[config.mk]
export PLATFORM = sky130hd
export DESIGN_NAME = pupil_detect_stream_flat
export DESIGN_NICKNAME = d
export VERILOG_FILES = /design/src/rtl/pupil_detect_stream_if.sv /design/src/rtl/pupil_detect_stream.sv /design/src/flat_wrapper.sv
export SDC_FILE = /design/constraint.sdc
export NUM_CORES = 1
export LEC_CHECK = 0
export CORE_MARGIN = 2
export CORE_UTILIZATION = 60
export CTS_BUF_LIST = sky130_fd_sc_hd__clkbuf_4
export DETAILED_ROUTE_END_ITERATION = 6
export GPL_TIMING_DRIVEN = 0
export PLACE_DENSITY = 0.85
export SYNTH_ARGS = -nofsm -noshare
export SYNTH_HDL_FRONTEND = slang
export SYNTH_SLANG_ARGS = --single-unit
[constraint.sdc]
create_clock -name i_clock -period 5.7 [get_ports i_clock]
set_input_delay 1.14 -clock i_clock [delete_from_list [all_inputs] [get_ports i_clock]]
set_output_delay 1.14 -clock i_clock [all_outputs]
set_load 0.02 [all_outputs]
[src/rtl/pupil_detect_stream_if.sv]
// pupil_detect_stream_if: pixel stream in, pupil result out
interface pupil_detect_stream_if #(
  parameter int PIX_W   = 8,
  parameter int COORD_W = 8
);
  logic               frame_start;
  logic               pix_valid;
  logic [PIX_W-1:0]   pix_data;
  logic [PIX_W-1:0]   threshold;
  logic [COORD_W-1:0] pupil_x;
  logic [COORD_W-1:0] pupil_y;
  logic [COORD_W-1:0] blob_width;
  logic               result_valid;
  logic               result_found;
  logic               busy;
  modport master (
    output frame_start, pix_valid, pix_data, threshold,
    input  pupil_x, pupil_y, blob_width, result_valid, result_found, busy
  );
  modport slave (
    input  frame_start, pix_valid, pix_data, threshold,
    output pupil_x, pupil_y, blob_width, result_valid, result_found, busy
  );
endinterface

[src/rtl/pupil_detect_stream.sv]
// pupil_detect_stream: per-line dark-blob search on a pixel stream, widest blob of the frame wins
module pupil_detect_stream #(
  parameter int IMG_WIDTH  = 112,
  parameter int IMG_HEIGHT = 112,
  parameter int PIX_W      = 8,
  parameter int COORD_W    = 8,
  parameter int MIN_BLOB   = 2,
  parameter int MODE       = 1
) (
  input  logic                  i_clock,
  input  logic                  i_reset_n,
  pupil_detect_stream_if.slave  bus
);
  typedef enum logic [1:0] {IDLE, SEARCH_BEGIN, SEARCH_END, DONE} state_t;
  state_t r_state, w_next;
  logic [COORD_W-1:0] r_col, r_row, r_begin, r_cand_w, r_cand_x, r_max, r_x, r_y;
  logic [COORD_W-1:0] r_px, r_py, r_pw;
  logic [PIX_W-1:0]   r_prev, r_thr;
  logic               r_have, r_found, r_emit, r_busy, r_valid, r_rfound;
  logic signed [PIX_W:0] w_dfall, w_drise, w_thr;
  logic [COORD_W:0]   w_sum;
  logic [COORD_W-1:0] w_blob_w, w_blob_x, w_line_w, w_line_x;
  logic w_acc, w_fall, w_rise, w_line_end, w_hit, w_ok, w_better, w_early, w_finish;
  // nine-bit signed differences keep dark-to-bright and bright-to-dark apart without wrap
  assign w_dfall = $signed({1'b0, r_prev}) - $signed({1'b0, bus.pix_data});
  assign w_drise = $signed({1'b0, bus.pix_data}) - $signed({1'b0, r_prev});
  assign w_thr   = $signed({1'b0, r_thr});
  assign w_sum   = {1'b0, r_begin} + {1'b0, r_col} - 1'b1;
  always_ff @(posedge i_clock or negedge i_reset_n)
    if (!i_reset_n) r_state <= IDLE;
    else r_state <= w_next;
  always_comb begin
    w_next = bus.frame_start ? SEARCH_BEGIN :
             w_finish ? DONE :
             w_line_end ? SEARCH_BEGIN :
             (w_acc && r_state == SEARCH_BEGIN && w_fall) ? SEARCH_END :
             (w_hit && !w_ok) ? SEARCH_BEGIN : r_state;
  end
  always_comb begin
    w_acc      = bus.pix_valid && !bus.frame_start &&
                 (r_state == SEARCH_BEGIN || r_state == SEARCH_END);
    w_fall     = r_col != '0 && w_dfall > w_thr;
    w_rise     = r_col != '0 && w_drise > w_thr;
    w_line_end = w_acc && r_col == COORD_W'(IMG_WIDTH - 1);
    w_blob_w   = r_col - r_begin;
    w_blob_x   = COORD_W'(w_sum >> 1);
    w_hit      = w_acc && r_state == SEARCH_END && !r_have && w_rise;
    w_ok       = w_hit && w_blob_w >= COORD_W'(MIN_BLOB);
    w_line_w   = w_ok ? w_blob_w : (r_have ? r_cand_w : '0);
    w_line_x   = w_ok ? w_blob_x : r_cand_x;
    w_better   = w_line_w > r_max;
    w_early    = MODE == 0 && r_found && w_line_w < r_max;
    w_finish   = w_line_end && (r_row == COORD_W'(IMG_HEIGHT - 1) || w_early);
  end
  always_ff @(posedge i_clock or negedge i_reset_n)
    if (!i_reset_n) begin
      r_col    <= '0;
      r_row    <= '0;
      r_begin  <= '0;
      r_cand_w <= '0;
      r_cand_x <= '0;
      r_max    <= '0;
      r_x      <= '0;
      r_y      <= '0;
      r_prev   <= '0;
      r_thr    <= '0;
      r_have   <= 1'b0;
      r_found  <= 1'b0;
      r_emit   <= 1'b0;
      r_busy   <= 1'b0;
      r_valid  <= 1'b0;
      r_rfound <= 1'b0;
      r_px     <= '0;
      r_py     <= '0;
      r_pw     <= '0;
    end else begin
      r_valid <= 1'b0;
      if (bus.frame_start) begin
        r_col   <= bus.pix_valid ? COORD_W'(1) : '0;
        r_row   <= '0;
        r_prev  <= bus.pix_data;
        r_thr   <= bus.threshold;
        r_max   <= '0;
        r_found <= 1'b0;
        r_have  <= 1'b0;
        r_emit  <= 1'b0;
        r_busy  <= 1'b1;
      end else begin
        // the result is published one cycle after the finishing pixel
        if (r_emit) begin
          r_emit   <= 1'b0;
          r_busy   <= 1'b0;
          r_valid  <= 1'b1;
          r_rfound <= r_found;
          if (r_found) begin
            r_px <= r_x;
            r_py <= r_y;
            r_pw <= r_max;
          end
        end
        if (w_acc) begin
          r_prev <= bus.pix_data;
          r_col  <= w_line_end ? '0 : r_col + 1'b1;
          if (r_state == SEARCH_BEGIN && w_fall) r_begin <= r_col;
          if (w_line_end) begin
            r_row  <= r_row + 1'b1;
            r_have <= 1'b0;
            r_emit <= w_finish;
            if (w_better) begin
              r_max   <= w_line_w;
              r_x     <= w_line_x;
              r_y     <= r_row;
              r_found <= 1'b1;
            end
          end else if (w_ok) begin
            r_have   <= 1'b1;
            r_cand_w <= w_blob_w;
            r_cand_x <= w_blob_x;
          end
        end
      end
    end
  assign bus.pupil_x      = r_px;
  assign bus.pupil_y      = r_py;
  assign bus.blob_width   = r_pw;
  assign bus.result_valid = r_valid;
  assign bus.result_found = r_rfound;
  assign bus.busy         = r_busy;
endmodule

[src/flat_wrapper.sv]
// flat-port wrapper written by rule: the top's interface ports become plain ports
module pupil_detect_stream_flat 
#(
  parameter int IMG_WIDTH  = 112,
  parameter int IMG_HEIGHT = 112,
  parameter int PIX_W      = 8,
  parameter int COORD_W    = 8,
  parameter int MIN_BLOB   = 2,
  parameter int MODE       = 1
)
  (i_clock, i_reset_n, bus_frame_start, bus_pix_valid, bus_pix_data, bus_threshold, bus_pupil_x, bus_pupil_y, bus_blob_width, bus_result_valid, bus_result_found, bus_busy);
  pupil_detect_stream_if #(.PIX_W(PIX_W), .COORD_W(COORD_W)) bus_i ();
  input  logic i_clock;
  input  logic i_reset_n;
  input wire logic [$bits(bus_i.frame_start)-1:0] bus_frame_start;
  input wire logic [$bits(bus_i.pix_valid)-1:0] bus_pix_valid;
  input wire logic [$bits(bus_i.pix_data)-1:0] bus_pix_data;
  input wire logic [$bits(bus_i.threshold)-1:0] bus_threshold;
  output wire logic [$bits(bus_i.pupil_x)-1:0] bus_pupil_x;
  output wire logic [$bits(bus_i.pupil_y)-1:0] bus_pupil_y;
  output wire logic [$bits(bus_i.blob_width)-1:0] bus_blob_width;
  output wire logic [$bits(bus_i.result_valid)-1:0] bus_result_valid;
  output wire logic [$bits(bus_i.result_found)-1:0] bus_result_found;
  output wire logic [$bits(bus_i.busy)-1:0] bus_busy;
  assign bus_i.frame_start = bus_frame_start;
  assign bus_i.pix_valid = bus_pix_valid;
  assign bus_i.pix_data = bus_pix_data;
  assign bus_i.threshold = bus_threshold;
  assign bus_pupil_x = bus_i.pupil_x;
  assign bus_pupil_y = bus_i.pupil_y;
  assign bus_blob_width = bus_i.blob_width;
  assign bus_result_valid = bus_i.result_valid;
  assign bus_result_found = bus_i.result_found;
  assign bus_busy = bus_i.busy;
  pupil_detect_stream #(.IMG_WIDTH(IMG_WIDTH), .IMG_HEIGHT(IMG_HEIGHT), .PIX_W(PIX_W), .COORD_W(COORD_W), .MIN_BLOB(MIN_BLOB), .MODE(MODE)) u_core (.i_clock(i_clock), .i_reset_n(i_reset_n), .bus(bus_i));
endmodule
; Word-level counts from Yosys, hierarchy flattened
; Cells that the tools add are included.
[op_classes]
addsub = 7
magnitude_cmp = 4
eq_ne = 4
mux = 36
bitwise = 2
reduce_logical = 34
[ops]
columns = cell, n
row1 = 8-bit two-way mux, 15
row2 = 9-bit greater-than comparator, 2
row3 = 8-bit by 8-bit subtractor with 9-bit output, 2
row4 = "8-bit by 1-bit adder with 8-bit output, second input constant", 2
row5 = "8-bit by 7-bit equality test with 1-bit output, second input constant", 2
row6 = 1-bit two-way mux, 16
row7 = 1-bit logical AND, 14
row8 = 3-bit AND reduction, 4
row9 = 2-bit two-way mux, 5
row10 = 8-bit by 8-bit adder with 9-bit output, 1
row11 = "9-bit by 1-bit subtractor with 9-bit output, second input constant", 1
row12 = "8-bit by 2-bit >= comparator with 1-bit output, second input constant", 1
row13 = 8-bit greater-than comparator, 1
row14 = 4-bit AND reduction, 2
row15 = 2-bit nonzero test, 4
row16 = 8-bit nonzero test, 1
row17 = 8-bit subtractor, 1
row18 = 2-bit AND reduction, 3
row19 = 5-bit nonzero test, 1
row20 = 1-bit zero test, 3
row21 = 3-bit nonzero test, 1
row22 = "2-bit by 1-bit equality test with 1-bit output, second input constant", 1
row23 = "2-bit equality test, second input constant", 1
row24 = 1-bit inverter, 2
row25 = 1-bit logical OR, 1
[word_totals]
ff_bits = 112
inputBits = 20
output_inout_bits = 27
elab_cells = 107

; Depth between registers and ports, before layout
[logic_depth]
depth_word = 14
depth_mapped = 25
mapped_depth_nobuf = 23

; Worst setup path after synthesis
; Ideal clock, no wire load.
[synth_timing]
path_kind = input to register
start = input bus_pix_data[1]
end = register u_core.r_y[0]
setup_ps = 125
arrival_ps = 5254
required_time_ps = 5575
setup_slack_ps = 321
cell_stages = 24
n_path_buf = 2
cell_sequence = inv_1 ha_1 nor2b_1 o21ai_0 a21oi_1 o21ai_0 nand2b_1 a221oi_1 xnor2_1 ha_1 nand3_1 o21bai_1 a311oi_4 o41a_4 buf_6 a22oi_2 ha_1 nor2b_1 o21ai_0 nand2b_1 a211oi_1 nor4_2 buf_4 mux2_2
[synth_between]
elab_chain_len = 8
[synth_rtl]
columns = item, line_no
row1 = start: declaration, flat_wrapper.sv:17  ; input wire logic [$bits(bus_i.pix_data)-1:0] bus_pix_data;
row2 = 8-bit by 8-bit subtractor with 9-bit output, pupil_detect_stream.sv:26  ; assign w_drise = $signed({1'b0, bus.pix_data}) - $signed({1'b0, r_prev});
row3 = 9-bit greater-than comparator, pupil_detect_stream.sv:43  ; w_rise = r_col != '0 && w_drise > w_thr;
row4 = 1-bit logical AND, pupil_detect_stream.sv:43
row5 = 1-bit logical AND, pupil_detect_stream.sv:47  ; w_hit = w_acc && r_state == SEARCH_END && !r_have && w_rise;
row6 = 1-bit logical AND, pupil_detect_stream.sv:48  ; w_ok = w_hit && w_blob_w >= COORD_W'(MIN_BLOB);
row7 = 8-bit two-way mux, pupil_detect_stream.sv:49  ; w_line_w = w_ok ? w_blob_w : (r_have ? r_cand_w : '0);
row8 = 8-bit greater-than comparator, pupil_detect_stream.sv:51  ; w_better = w_line_w > r_max;
row9 = 4-bit AND reduction (no line), n/a
row10 = end signal: assignment, pupil_detect_stream.sv:112  ; r_y <= r_row;
row11 = end: declaration, pupil_detect_stream.sv:16  ; logic [COORD_W-1:0] r_col, r_row, r_begin, r_cand_w, r_cand_x, r_max, r_x, r_y;
; Every way passes these cells.
; A chain may end at the register's enable or synchronous reset.

; Worst setup path after layout
[layout_timing]
start = input bus_pix_data[2]
end = register u_core.r_max[3]
[layout_between]
elab_chain_len = 10
word_cells_on_any_way = 13
classes_between = 1 x add/sub / 2 x order compare / 5 x mux / 5 x reduce/logical
[layout_rtl]
columns = item, line_no
row1 = 8-bit by 8-bit subtractor with 9-bit output *, pupil_detect_stream.sv:26
row2 = 9-bit greater-than comparator *, pupil_detect_stream.sv:43
row3 = 1-bit logical AND *, pupil_detect_stream.sv:43
row4 = 1-bit logical AND *, pupil_detect_stream.sv:47
row5 = 1-bit logical AND *, pupil_detect_stream.sv:48
row6 = 8-bit two-way mux *, pupil_detect_stream.sv:49
row7 = branches (longest 4 deep; another with 8-bit greater-than comparator), n/a
row8 = end signal: assignment, pupil_detect_stream.sv:110  ; r_max <= w_line_w;
row9 = end: declaration, pupil_detect_stream.sv:16
; Mark *: on every way between the ends. The select of a mux whose other input is x is not followed.

==> flow_metrics.tcl <==
set metrics [dict create \
    crit_arrival_ps 5960 \
    die_width_um 110 \
    hold_path.class "flip-flop to flip-flop" \
    clockRootBuffer "clkbuf_4" \
    reg2reg_slack_ps 790 \
    seqPwrFrac_pct 37.7 \
    p_switching_w 0.000896 \
    crit_start "bus_pix_data[2]" \
    fin_crit_ps 5550 \
    syn_avg_cell_area_um2 10.2 \
    die-area_um2 12000 \
    synth_cell_types 61 \
    p_int_w 0.00140 \
    finClkSkew_ps 13.1 \
    numCtsBuffers 9 \
    drv_cap 0 \
    ant_nets 0 \
    port_buffers 45 \
    grt_pass1_wl_um 23400 \
    status "complete, no violations" \
    r2r-end "u_core.r_max[3]$_DFFE_PN0P_" \
    overflow 0 \
    core_area_um2 10900 \
    max_stage_delay_ps 480 \
    cts_tree "done" \
    setup.worst_path.end "u_core.r_max[3]$_DFFE_PN0P_" \
    total_power_w 0.00229 \
    max_freq_mhz 180 \
    chipHeight_um 110 \
    crit_top_cell "ha_1" \
    reg2reg_from "u_core.r_prev[1]$_DFFE_PN0P_" \
    final_util_pct 69.9 \
    dp.cells 842 \
    instances_no_fill 863 \
    grt_max_degree 66 \
    p_per_area_nw_per_um2 302 \
    wl_um 14100 \
    synth_edf_count 0 \
    drt_iter0_drc 323 \
    pre_cts_ws_ps -1040 \
    dpl_cell_area_um2 7350 \
    first_pass_iters 4 \
    synth_area_um2 6700 \
    final-hold-violation-count 0 \
    grtUsageTotal_pct 25.1 \
    yosys_warnings 0 \
    end_kind "flip-flop" \
    start_kind "input pin" \
    clock_latency_ps 510 \
    hpwl_um 10600 \
    ios 47 \
    cp_top_family "compound AO/OA/AOI/OAI gates" \
    synth_top_area_share_pct 41.8 \
    nFillCells 767 \
    crit_slowest_cell "clkdlybuf4s50_1" \
    cts_hold_buf 0 \
    critical_path_class "input pin to flip-flop" \
    clock_power_share_pct 18.6 \
    cellLeakagePower_nw 3.63 \
    sw_frac_of_total_pct 39.1 \
    slew_headroom_pct 42.7 \
    tightest_slew_ps 860 \
    start_util_pct 61.5 \
    synth_fp_nets 746 \
    nets 807 \
    synth_area_leaders "dfrtp_1, ha_1, mux2_2" \
    syn_to_final_growth_pct 13.6 \
    cts.sinks 112 \
    htree_levels 3 \
    cp_max_fo 10 \
    setup-violations-final 0 \
    post_drt_wl_per_cell_um 16.4 \
    final_layout_size_suffix_gt1_share_pct 13.0 \
    clk_pin_slew_ps 160 \
    gp_congestion 0.910 \
    synth-async-reset-ratio_pct 100 \
    r2r_cells 23 \
    cp.depth 25 \
    finalWorstSetupSlack_ps 150 \
    worst-endpoint-required_ps 6110 \
    slew_violations 0 \
    peakVddDrop_mv 0.176 \
    critPathBufInv 6 \
    antenna_found_initial 1 \
    drc 0 \
    via_per_inst 5.78 \
    whs_path_depth 2 \
    combPwrFrac_pct 43.7 \
    yosysSeqAreaShare_pct 41.8 \
    post-route-cell-area_um2 7610 \
    rows 38 \
    grt_pass1_vias 4959 \
    synth_seq_cells 112 \
    cts_buffer_depth 2 \
    vias 4988 \
    netlist_top_cells_count "dfrtp_1, inv_1, ha_1" \
    synth.most_common_cell "dfrtp_1" \
    synth_ff_type "dfrtp_1" \
    synth_cells 656 \
    yosysTopAreaCell "dfrtp_1" \
    fin_crit_sh_pct 97.4 \
]
[cells in the final DEF, fill, tap and decap left out, types with 4 or more instances in the layout]
master           instances
clkdlybuf4s50_1         43
nand2b_1                 7
clkbuf_1                 8
nor3_1                  10
inv_1                   77
a21oi_1                 30
nor3b_1                  4
buf_4                    6
mux2i_1                 18
mux2_4                   9
or3_1                    6
a21o_1                   7
clkbuf_4                12
a22o_1                   6
a31oi_1                  4
o31ai_1                  6
nor2_1                  40
mux2_2                  32
dfrtp_1                112
nand4_1                 10
o21ai_0                 43
and3_1                   6
nand3_1                  5
nand2_1                 40
xor2_1                  10
buf_2                    4
ha_1                    66
xnor2_1                 16
nor2b_1                 12
[worst reg2reg max path, stage by stage, from the launching register on]
cell and delay, ps:
dfrtp_1 470, ha_1 310, nor2b_1 150, o21ai_2 150
a21oi_1 110, o21ai_1 130, nand2b_1 120, a221oi_2 290
xnor2_1 140, ha_1 310, nand3_1 120, o211ai_1 310
a311oi_4 80, buf_4 190, a22o_1 240, ha_1 320
nand2_1 70, o21ai_1 260, nor2b_1 140, nor4_4 330
buf_4 190, buf_6 140, nor3_1 70, a21o_1 190
[worst min path at each step]
stage / to / from
floorplan: u_core.r_found$_DFFE_PN0P_ / u_core.r_found$_DFFE_PN0P_
global placement: u_core.bus.blob_width[5]$_DFFE_PN0P_ / u_core.bus.blob_width[5]$_DFFE_PN0P_
detailed placement: u_core.bus.blob_width[6]$_DFFE_PN0P_ / u_core.bus.blob_width[6]$_DFFE_PN0P_
CTS: u_core.bus.blob_width[6]$_DFFE_PN0P_ / u_core.bus.blob_width[6]$_DFFE_PN0P_
global route: u_core.bus.blob_width[6]$_DFFE_PN0P_ / u_core.bus.blob_width[6]$_DFFE_PN0P_
finish: u_core.bus.blob_width[6]$_DFFE_PN0P_ / u_core.bus.blob_width[6]$_DFFE_PN0P_
[per-layer routing]
metal  wire, µm  vias up  global-route usage [%]  share of wire [%]
li1           -     2386                       -                  -
met1       6270     2458                    32.2                 44
met2       7010      122                    43.0                 50
met3        536       22                    4.56                3.8
met4        296        0                    8.23                2.1
met5          0        -                       0                  0
[cells by family after synthesis]
group	share of synthesized area (%)
buffers and inverters	5.96
DFF	41.8
and+or+nand+nor	12.3
muxes	10.1
xor gates and xnor gates	3.40
AOI/OAI and AO/OA	12.8
adders and majority gates	13.5
[area by class of cell]
cell class,count,area [µm²],area share [%]
Clock buffer,11,82.6,1.09
Inverter,77,289,3.80
Multi-Input combinational cell,447,3550,46.7
Sequential cell,112,2800,36.8
Antenna cell,1,2.50,0.0329
Tap cell,140,175,2.30
Timing Repair Buffer,50,508,6.68
Clock inverter,5,65.1,0.855
Buffer,20,128,1.68
[per-stage QoR]
step / hold slack (ps) / setup TNS, ps
after floorplan: 466 / 0
after global placement: 460 / -88740
after detailed placement: 472 / -22820
after CTS: 508 / 0
after global routing: 521 / -174
final: 500 / 0
[power groups by stage]
stage               combinational (W)  clock [W]  sequential (W)
finish                        0.00100   0.000428        0.000864
floorplan                    0.000732          0        0.000873
global placement             0.000912          0        0.000877
global route                  0.00113   0.000464        0.000869
CTS                          0.000984   0.000431        0.000864
detailed placement           0.000978          0        0.000879
[timing repair]
action,CTS,global route
pin swaps,2,7
resized for setup,4,20
buffers inserted,3,0
setup endpoints to repair,25,25
cloned,0,1
Note: power is estimated with default switching activity, not from simulation.
